**src/rtl/mem_port_arbiter_pkg.sv**
```systemverilog
// Shared types for the split-port memory arbiter: LC-3b word/mask types,
// arbiter FSM state, port identifiers and the latched request payload.
package mem_port_arbiter_pkg;

    localparam int unsigned WORD_W = 16;
    localparam int unsigned MASK_W = 2;

    typedef logic [WORD_W-1:0] lc3b_word;
    typedef logic [MASK_W-1:0] lc3b_mem_wmask;

    typedef enum logic [1:0] {
        ARB_IDLE,
        ARB_BUSY_I,
        ARB_BUSY_D,
        ARB_RESPOND
    } arb_state_t;

    typedef enum logic {
        ARB_INST,
        ARB_DATA
    } arb_port_t;

    // Request payload as selected from the winning port in IDLE.
    typedef struct packed {
        logic          write;
        lc3b_mem_wmask byte_enable;
        lc3b_word      addr;
        lc3b_word      wdata;
    } mem_req_t;

endpackage

```
**src/rtl/mem_port_arbiter_if.sv**
```systemverilog
// One memory request/response port; used for the inst, data and physical sides.
// master drives the request, slave returns resp/rdata.
interface mem_port_arbiter_if;
    import mem_port_arbiter_pkg::*;

    logic          read;
    logic          write;
    lc3b_mem_wmask byte_enable;
    lc3b_word      addr;
    lc3b_word      wdata;
    logic          resp;
    lc3b_word      rdata;

    modport master (
        output read, write, byte_enable, addr, wdata,
        input  resp, rdata
    );

    modport slave (
        input  read, write, byte_enable, addr, wdata,
        output resp, rdata
    );

endinterface

```
**src/rtl/mem_port_arbiter.sv**
```systemverilog
// Merges the CPU inst/data memory ports onto one physical port, one transaction
// at a time, alternating grants under contention and pulsing a registered resp.
module mem_port_arbiter
    import mem_port_arbiter_pkg::*;
#(
    parameter bit FIRST_GRANT_DATA = 1'b1
) (
    input  logic               clk,
    input  logic               rst_n,
    mem_port_arbiter_if.slave  inst_mem,
    mem_port_arbiter_if.slave  data_mem,
    mem_port_arbiter_if.master pmem
);

    // Seeding last_grant with the other port makes the first contention go our way.
    localparam arb_port_t RESET_LAST_GRANT = FIRST_GRANT_DATA ? ARB_INST : ARB_DATA;

    arb_state_t state;
    arb_port_t  last_grant;

    logic       req_i_c;
    logic       req_d_c;
    arb_port_t  grant_c;
    mem_req_t   sel_req_c;

    // Grant selection and payload mux, only consumed in IDLE.
    always_comb begin
        req_i_c   = inst_mem.read | inst_mem.write;
        req_d_c   = data_mem.read | data_mem.write;
        grant_c   = ARB_INST;
        sel_req_c = '{write:       inst_mem.write,
                      byte_enable: inst_mem.byte_enable,
                      addr:        inst_mem.addr,
                      wdata:       inst_mem.wdata};

        if (req_i_c && req_d_c) begin
            grant_c = (last_grant == ARB_INST) ? ARB_DATA : ARB_INST;
        end else if (req_d_c) begin
            grant_c = ARB_DATA;
        end

        if (grant_c == ARB_DATA) begin
            sel_req_c = '{write:       data_mem.write,
                          byte_enable: data_mem.byte_enable,
                          addr:        data_mem.addr,
                          wdata:       data_mem.wdata};
        end
    end

    // The pmem_* output registers double as the request latch.
    always_ff @(posedge clk or negedge rst_n) begin
        if (!rst_n) begin
            state            <= ARB_IDLE;
            last_grant       <= RESET_LAST_GRANT;
            pmem.read        <= 1'b0;
            pmem.write       <= 1'b0;
            pmem.byte_enable <= '0;
            pmem.addr        <= '0;
            pmem.wdata       <= '0;
            inst_mem.resp    <= 1'b0;
            inst_mem.rdata   <= '0;
            data_mem.resp    <= 1'b0;
            data_mem.rdata   <= '0;
        end else begin
            inst_mem.resp <= 1'b0;
            data_mem.resp <= 1'b0;

            case (state)
                ARB_IDLE: begin
                    if (req_i_c || req_d_c) begin
                        pmem.read        <= ~sel_req_c.write;
                        pmem.write       <= sel_req_c.write;
                        pmem.byte_enable <= sel_req_c.byte_enable;
                        pmem.addr        <= sel_req_c.addr;
                        pmem.wdata       <= sel_req_c.wdata;
                        last_grant       <= grant_c;
                        state            <= (grant_c == ARB_DATA) ? ARB_BUSY_D : ARB_BUSY_I;
                    end
                end

                ARB_BUSY_I, ARB_BUSY_D: begin
                    if (pmem.resp) begin
                        if (pmem.read) begin
                            if (state == ARB_BUSY_I) begin
                                inst_mem.rdata <= pmem.rdata;
                            end else begin
                                data_mem.rdata <= pmem.rdata;
                            end
                        end
                        if (state == ARB_BUSY_I) begin
                            inst_mem.resp <= 1'b1;
                        end else begin
                            data_mem.resp <= 1'b1;
                        end
                        pmem.read        <= 1'b0;
                        pmem.write       <= 1'b0;
                        pmem.byte_enable <= '0;
                        pmem.addr        <= '0;
                        pmem.wdata       <= '0;
                        state            <= ARB_RESPOND;
                    end
                end

                ARB_RESPOND: begin
                    state <= ARB_IDLE;
                end

                default: begin
                    state <= ARB_IDLE;
                end
            endcase
        end
    end

endmodule

```
**src/flat_wrapper.sv**
```systemverilog
// flat-port wrapper written by rule: the top's interface ports become plain ports
module mem_port_arbiter_flat import mem_port_arbiter_pkg::*;
#(
    parameter bit FIRST_GRANT_DATA = 1'b1
)
  (clk, rst_n, inst_mem_read, inst_mem_write, inst_mem_byte_enable, inst_mem_addr, inst_mem_wdata, inst_mem_resp, inst_mem_rdata, data_mem_read, data_mem_write, data_mem_byte_enable, data_mem_addr, data_mem_wdata, data_mem_resp, data_mem_rdata, pmem_read, pmem_write, pmem_byte_enable, pmem_addr, pmem_wdata, pmem_resp, pmem_rdata);
  mem_port_arbiter_if inst_mem_i ();
  mem_port_arbiter_if data_mem_i ();
  mem_port_arbiter_if pmem_i ();
  input  logic clk;
  input  logic rst_n;
  input wire logic [$bits(inst_mem_i.read)-1:0] inst_mem_read;
  input wire logic [$bits(inst_mem_i.write)-1:0] inst_mem_write;
  input wire logic [$bits(inst_mem_i.byte_enable)-1:0] inst_mem_byte_enable;
  input wire logic [$bits(inst_mem_i.addr)-1:0] inst_mem_addr;
  input wire logic [$bits(inst_mem_i.wdata)-1:0] inst_mem_wdata;
  output wire logic [$bits(inst_mem_i.resp)-1:0] inst_mem_resp;
  output wire logic [$bits(inst_mem_i.rdata)-1:0] inst_mem_rdata;
  input wire logic [$bits(data_mem_i.read)-1:0] data_mem_read;
  input wire logic [$bits(data_mem_i.write)-1:0] data_mem_write;
  input wire logic [$bits(data_mem_i.byte_enable)-1:0] data_mem_byte_enable;
  input wire logic [$bits(data_mem_i.addr)-1:0] data_mem_addr;
  input wire logic [$bits(data_mem_i.wdata)-1:0] data_mem_wdata;
  output wire logic [$bits(data_mem_i.resp)-1:0] data_mem_resp;
  output wire logic [$bits(data_mem_i.rdata)-1:0] data_mem_rdata;
  output wire logic [$bits(pmem_i.read)-1:0] pmem_read;
  output wire logic [$bits(pmem_i.write)-1:0] pmem_write;
  output wire logic [$bits(pmem_i.byte_enable)-1:0] pmem_byte_enable;
  output wire logic [$bits(pmem_i.addr)-1:0] pmem_addr;
  output wire logic [$bits(pmem_i.wdata)-1:0] pmem_wdata;
  input wire logic [$bits(pmem_i.resp)-1:0] pmem_resp;
  input wire logic [$bits(pmem_i.rdata)-1:0] pmem_rdata;
  assign inst_mem_i.read = inst_mem_read;
  assign inst_mem_i.write = inst_mem_write;
  assign inst_mem_i.byte_enable = inst_mem_byte_enable;
  assign inst_mem_i.addr = inst_mem_addr;
  assign inst_mem_i.wdata = inst_mem_wdata;
  assign inst_mem_resp = inst_mem_i.resp;
  assign inst_mem_rdata = inst_mem_i.rdata;
  assign data_mem_i.read = data_mem_read;
  assign data_mem_i.write = data_mem_write;
  assign data_mem_i.byte_enable = data_mem_byte_enable;
  assign data_mem_i.addr = data_mem_addr;
  assign data_mem_i.wdata = data_mem_wdata;
  assign data_mem_resp = data_mem_i.resp;
  assign data_mem_rdata = data_mem_i.rdata;
  assign pmem_read = pmem_i.read;
  assign pmem_write = pmem_i.write;
  assign pmem_byte_enable = pmem_i.byte_enable;
  assign pmem_addr = pmem_i.addr;
  assign pmem_wdata = pmem_i.wdata;
  assign pmem_i.resp = pmem_resp;
  assign pmem_i.rdata = pmem_rdata;
  mem_port_arbiter #(.FIRST_GRANT_DATA(FIRST_GRANT_DATA)) u_core (.clk(clk), .rst_n(rst_n), .inst_mem(inst_mem_i), .data_mem(data_mem_i), .pmem(pmem_i));
endmodule
```
**config.mk**
```make
export PLATFORM = sky130hd
export DESIGN_NAME = mem_port_arbiter_flat
export DESIGN_NICKNAME = d
export VERILOG_FILES = /design/src/rtl/mem_port_arbiter_pkg.sv /design/src/rtl/mem_port_arbiter_if.sv /design/src/rtl/mem_port_arbiter.sv /design/src/flat_wrapper.sv
export SDC_FILE = /design/constraint.sdc
export NUM_CORES = 1
export LEC_CHECK = 0
export ABC_CLOCK_PERIOD_IN_PS = 1700
export CAP_MARGIN = 30
export CELL_PAD_IN_SITES_DETAIL_PLACEMENT = 0
export CELL_PAD_IN_SITES_GLOBAL_PLACEMENT = 1
export CORE_MARGIN = 3
export CORE_UTILIZATION = 27
export DETAILED_ROUTE_END_ITERATION = 8
export PLACE_DENSITY_LB_ADDON = 0.1
export SLEW_MARGIN = 20
export SYNTH_ARGS = -nofsm -noshare
export SYNTH_HDL_FRONTEND = slang
export SYNTH_SLANG_ARGS = --single-unit
```
**constraint.sdc**
```tcl
create_clock -name clk -period 1.7 [get_ports clk]
set_input_delay 0.34 -clock clk [delete_from_list [all_inputs] [get_ports clk]]
set_output_delay 0.34 -clock clk [all_outputs]
set_load 0.01 [all_outputs]
```
* Yosys cells after proc, flatten, opt, wreduce, memory -nomap -nowiden
Index checks and enable logic that the tools add are counted.
Widths: inputs -> output; s select.
** Storage, ports and cells
- Flip-flop bits (word level) :: 73
- Input port bits :: 91
- Output and inout port bits :: 70
- Logic and storage cells :: 57
** Cells by class
- Equal/unequal tests :: 5
- Muxes and demuxes :: 27
- Bitwise operators :: 4
- Reduce and logical (&&, ||, !) cells :: 10
** Operators by type and width (count)
- $pmux 16 s2 :: 2
- $mux 16 :: 3
- $mux 35 :: 1
- $mux 1 :: 12
- $mux 2 :: 5
- $reduce_and 4->1 :: 2
- $pmux 2 s3 :: 1
- $eq 2x2->1 const B :: 2
- $pmux 1 s2 :: 2
- $pmux 2 s2 :: 1
- $reduce_and 2->1 :: 2
- $reduce_and 3->1 :: 1
- $eq 2x1->1 const B :: 1
- $logic_not 2->1 :: 1
- $ne 2x1->1 const B :: 1
- $ne 2x2->1 const B :: 1
- $not 1->1 :: 2
- $or 1x1->1 :: 2
- $reduce_bool 2->1 :: 1
- $reduce_or 2->1 :: 1
- $logic_and 1x1->1 :: 1
- $logic_or 1x1->1 :: 1

* Longest topological paths before layout
- Depth after elaboration :: 7
- Gate-level depth with buffers :: 8
- Gate-level depth less buffers :: 6

* Worst setup path after synthesis
Ideal clock, no wire load.
- Path kind :: reg-to-reg
- Start point :: register u_core.state[0]
- End point :: register u_core.inst_mem.rdata[0]
- Library setup time :: 0.125 ns
- Data arrival time :: 1.577 ns
- Required time :: 1.575 ns
- Path slack :: -0.002 ns
- Cell stages (with the launch flop) :: 7
- Path buffers :: 1
- Clock period less this slack :: 1.702 ns
- Path through :: dfrtp_1 inv_1 ha_1 and3_1 nand2_2 buf_2 mux2_2
** On the way
- Cells in the longest elaborated chain, start to end :: 3
- Elaborated cells between the ends (all ways) :: 4
- Classes of those cells :: eq/ne: 2; reduce/logical: 2
** RTL lines
- from (decl) :: RTL line mem_port_arbiter.sv:18 : arb_state_t state;
- from (signal assigned) :: RTL line mem_port_arbiter.sv:77 : state <= (grant_c == ARB_DATA) ? ARB_BUSY_D : ARB_BUSY_I;
- $eq 2x2->1 or $eq 2x1->1 (tied branches) :: RTL line mem_port_arbiter.sv:68, mem_port_arbiter.sv:84
- $reduce_or 2->1 :: RTL line mem_port_arbiter.sv:68 : case (state)
- $reduce_and 4->1 (no source line) (*)
- to (decl) :: RTL line mem_port_arbiter_if.sv:21 : output resp, rdata
Every way passes the cells marked *; elsewhere a longest branch is shown, timed or not.
A chain may end at the register's enable or synchronous reset.

* Worst setup path in the final report
- Start point :: register u_core.state[0]
- End point :: register u_core.inst_mem.rdata[6]
Same word-level chain as after synthesis.

==> reports/metrics.cfg <==
[setup_path]
critPathBufInv=2
slowest_stage=dfrtp_1
path_delay_family=flip-flops
crit_type=flip-flop to flip-flop
cp-start-kind=flip-flop
endpoint_kind=flip-flop
max_stage_delay_ns=0.38
worstPathRequired_ns=1.91
arrival_ns=1.85
worstPathCellList=buf_4 -> ha_1 -> and3_4 -> nand2_4 -> clkbuf_16 -> mux2_2
critPathMaxFanout=8

[clock_network]
cts_buffers=9
cts_sinks=73
htree_levels=3
root_buffer=clkbuf_16
cts_setup_buffers=0
tritoncts=done
clkLatencyLatePin_ns=0.33
cts.clk_slew.worst_paths_ns=0.06
cts_buffer_depth=2

[logic_synthesis]
yosysTopAreaCellShare_pct=56.0
synth_seq_cells=73
syn_nets=353
avgSynthCellArea_um2=12.6
synth_cell_types=28
synth_seq_area_share_pct=56.0
yosys.area.top_type=dfrtp_1
ys_top_cells_by_area=dfrtp_1, mux2_2, mux2i_1
syn_area_um2=3260
syn_inst=259
synth_warnings=0

[route]
drt_iter0_markers=70
drt-pass1-iter-count=3
drc=0
vias=2549
antenna_left=0
viasPerCell=4.35
wl_per_cell_um=14.8
routed_wl_um=8700

[finish]
seqCellArea_um2=1830
area_growth_pct=69.1
num-nets-final=532
diodes=0
fin_area_um2=5510
multi_input_area_um2=1310
fillCellCount=1110
drive_above_1_share_pct=20.8

[sta]
fin_crit_sh_pct=96.8
final.setup.worst_slack_ns=0.0549
timing.hold.ws_ns=0.451
rsz0062_at_grt=no
slew_viol_final=0
fmax_ghz=0.608
post-route-min-period_ns=1.65
hold_violations=0
tightest_slew_ns=0.318
setup-violations-final=0
maxSlewHeadroom_pct=78.7
fin_skew_ns=0.00602

[power]
switchingPower_uw=2910
peakVddDrop_v=0.00112
internal-power_uw=6070
power_frac_seq_pct=30.9
pwr-share-comb_pct=48.3
total_leakage_power_uw=0.00249
swShare_pct=32.4
power_density_nw_per_um2=1630
power_frac_clock_pct=20.8

[placement]
hpwlAfterDp_um=6630
numPortBuffers=160
placed_cell_area_um2=5160
place_ws_ns=-0.217
gp_congestion=0.762

[status]
status=finished clean

[grt]
grt_pass1_wl_um=13200
grt_antenna_before_repair=0
grt_pass1_vias=2529
grt-ovfl-total=0
grt_max_degree=37
gr-usage-all-layers_pct=12.8

[die]
dieArea_um2=13400
core_um2=11600
rows=39
chipHeight_um=116
initial_core_util_pct=28.1
ios=161
die_x_um=116

[worst_hold_path]
hp-class=input pin to asynchronous set/reset pin

[flow_run]
cap_violations=0

==> Yosys cell counts <==
cell       n
buf_2      4
nand2_2    2
mux2i_1   34
nor2_2     1
buf_4      3
nor2_1     2
a22o_1     2
a21boi_0   1
o21a_1     1
and3_1     1
o21ai_2   12
nand2b_1   2
nor2b_1    1
nand2_1   37
mux2_2    32
buf_8      3
dfrtp_1   73
o21ai_0    5
nor4_4     1
a31oi_1    1
or2_1      2
buf_6      4
nand2_8    1
ha_1       3
a21oi_1    7
inv_1      4
nand3_1    1
o21ai_1   19
==> what timing repair did <==
action | in CTS | in global routing
gates resized for setup | 0 | 6
setup endpoints to repair | 0 | 69
hold buffers | 1 | 0
hold endpoints to repair | 21 | 0
==> final timing paths <==
kind | from | end | cells after the start | slack [ns]
hold reg to reg | u_core.pmem.wdata[14] | u_core.pmem.wdata[14] | 2 | 0.47
max in group asynchronous | rst_n | u_core.pmem.wdata[15] | 3 | 0.70
setup / recovery | u_core.state[0] | u_core.inst_mem.rdata[6] | 6 | 0.05
setup reg to reg | u_core.state[0] | u_core.inst_mem.rdata[6] | 6 | 0.05
hold / removal | rst_n | u_core.inst_mem.rdata[0] | 2 | 0.45
min in group clk | u_core.pmem.wdata[14] | u_core.pmem.wdata[14] | 2 | 0.47
==> placed cells by master, fill, tap and decap left out, types with 3 or more instances in the layout <==
| cell type | instances |
|---|---|
| inv_1 | 3 |
| dfrtp_1 | 72 |
| clkdlybuf4s50_1 | 159 |
| mux2_2 | 32 |
| buf_4 | 13 |
| o21ai_1 | 19 |
| a21oi_1 | 7 |
| buf_12 | 8 |
| o21ai_0 | 5 |
| clkbuf_16 | 10 |
| mux2i_1 | 34 |
| nand2_1 | 37 |
| o21ai_2 | 12 |
| clkinv_2 | 4 |
==> final cells by class <==
cell class / instances / share of cell area, %
clock buffers: 10 / 4.33
clock inverters: 6 / 1.04
inverters: 4 / 0.272
multi-input cells: 168 / 23.8
flip-flops and latches: 73 / 33.2
well taps: 143 / 3.24
repair buffers: 182 / 34.2
==> state kept, by name, summed over array words and instances, names as in the netlist <==
register and count:
u_core.pmem.addr 16, u_core.data_mem.resp 1, u_core.pmem.wdata 16, u_core.inst_mem.rdata 16, u_core.inst_mem.resp 1, u_core.state 2
u_core.last_grant 1, u_core.pmem.read 1, u_core.pmem.write 1, u_core.data_mem.rdata 16, u_core.pmem.byte_enable 2
==> cells by family after synthesis <==
logic type / count (synthesis) / synth area share (%)
compound gates: 48 / 9.17
fa+ha+maj: 3 / 1.15
buf+inv: 18 / 4.53
flops: 73 / 56.0
mux: 66 / 21.5
simple gates: 51 / 7.64
==> layer usage <==
layer | up-vias | track usage (%) | wire length (µm)
met3 | 12 | 4.49 | 812
met1 | 1163 | 16.4 | 3860
li1 | 1267 | - | -
met5 | - | 0 | 0
met4 | 0 | 5.34 | 138
met2 | 107 | 19.8 | 3890
==> power by group through the flow <==
stage	logic (µW)	registers, µW	clock network (µW)
CTS	4360	2780	1930
global placement	4300	2790	0
floorplan	1970	3090	0
global route	4740	2870	2000
finish	4340	2780	1870
detailed placement	4350	2810	0
==> worst reg2reg max path: cells and delay by family (launching register included) <==
| family | cells | cell delay [ns] |
|---|---|---|
| flops | 1 | 0.38 |
| mux | 1 | 0.33 |
| buf+inv | 2 | 0.31 |
| simple gates | 2 | 0.29 |
| fa+ha+maj | 1 | 0.21 |
==> through the flow <==
stage          cells  TNS (ns)  util (%)  total power [µW]
2_1_floorplan    259         0         -              5060
3_3_place_gp     568     -5.24      44.4              7090
3_5_place_dp     568     -6.62      44.4              7160
4_1_cts          585         0      47.0              9070
5_1_grt          586         0      47.5              9610
6_report         586         0      47.5              8990
(Power assumes the default switching activity.)
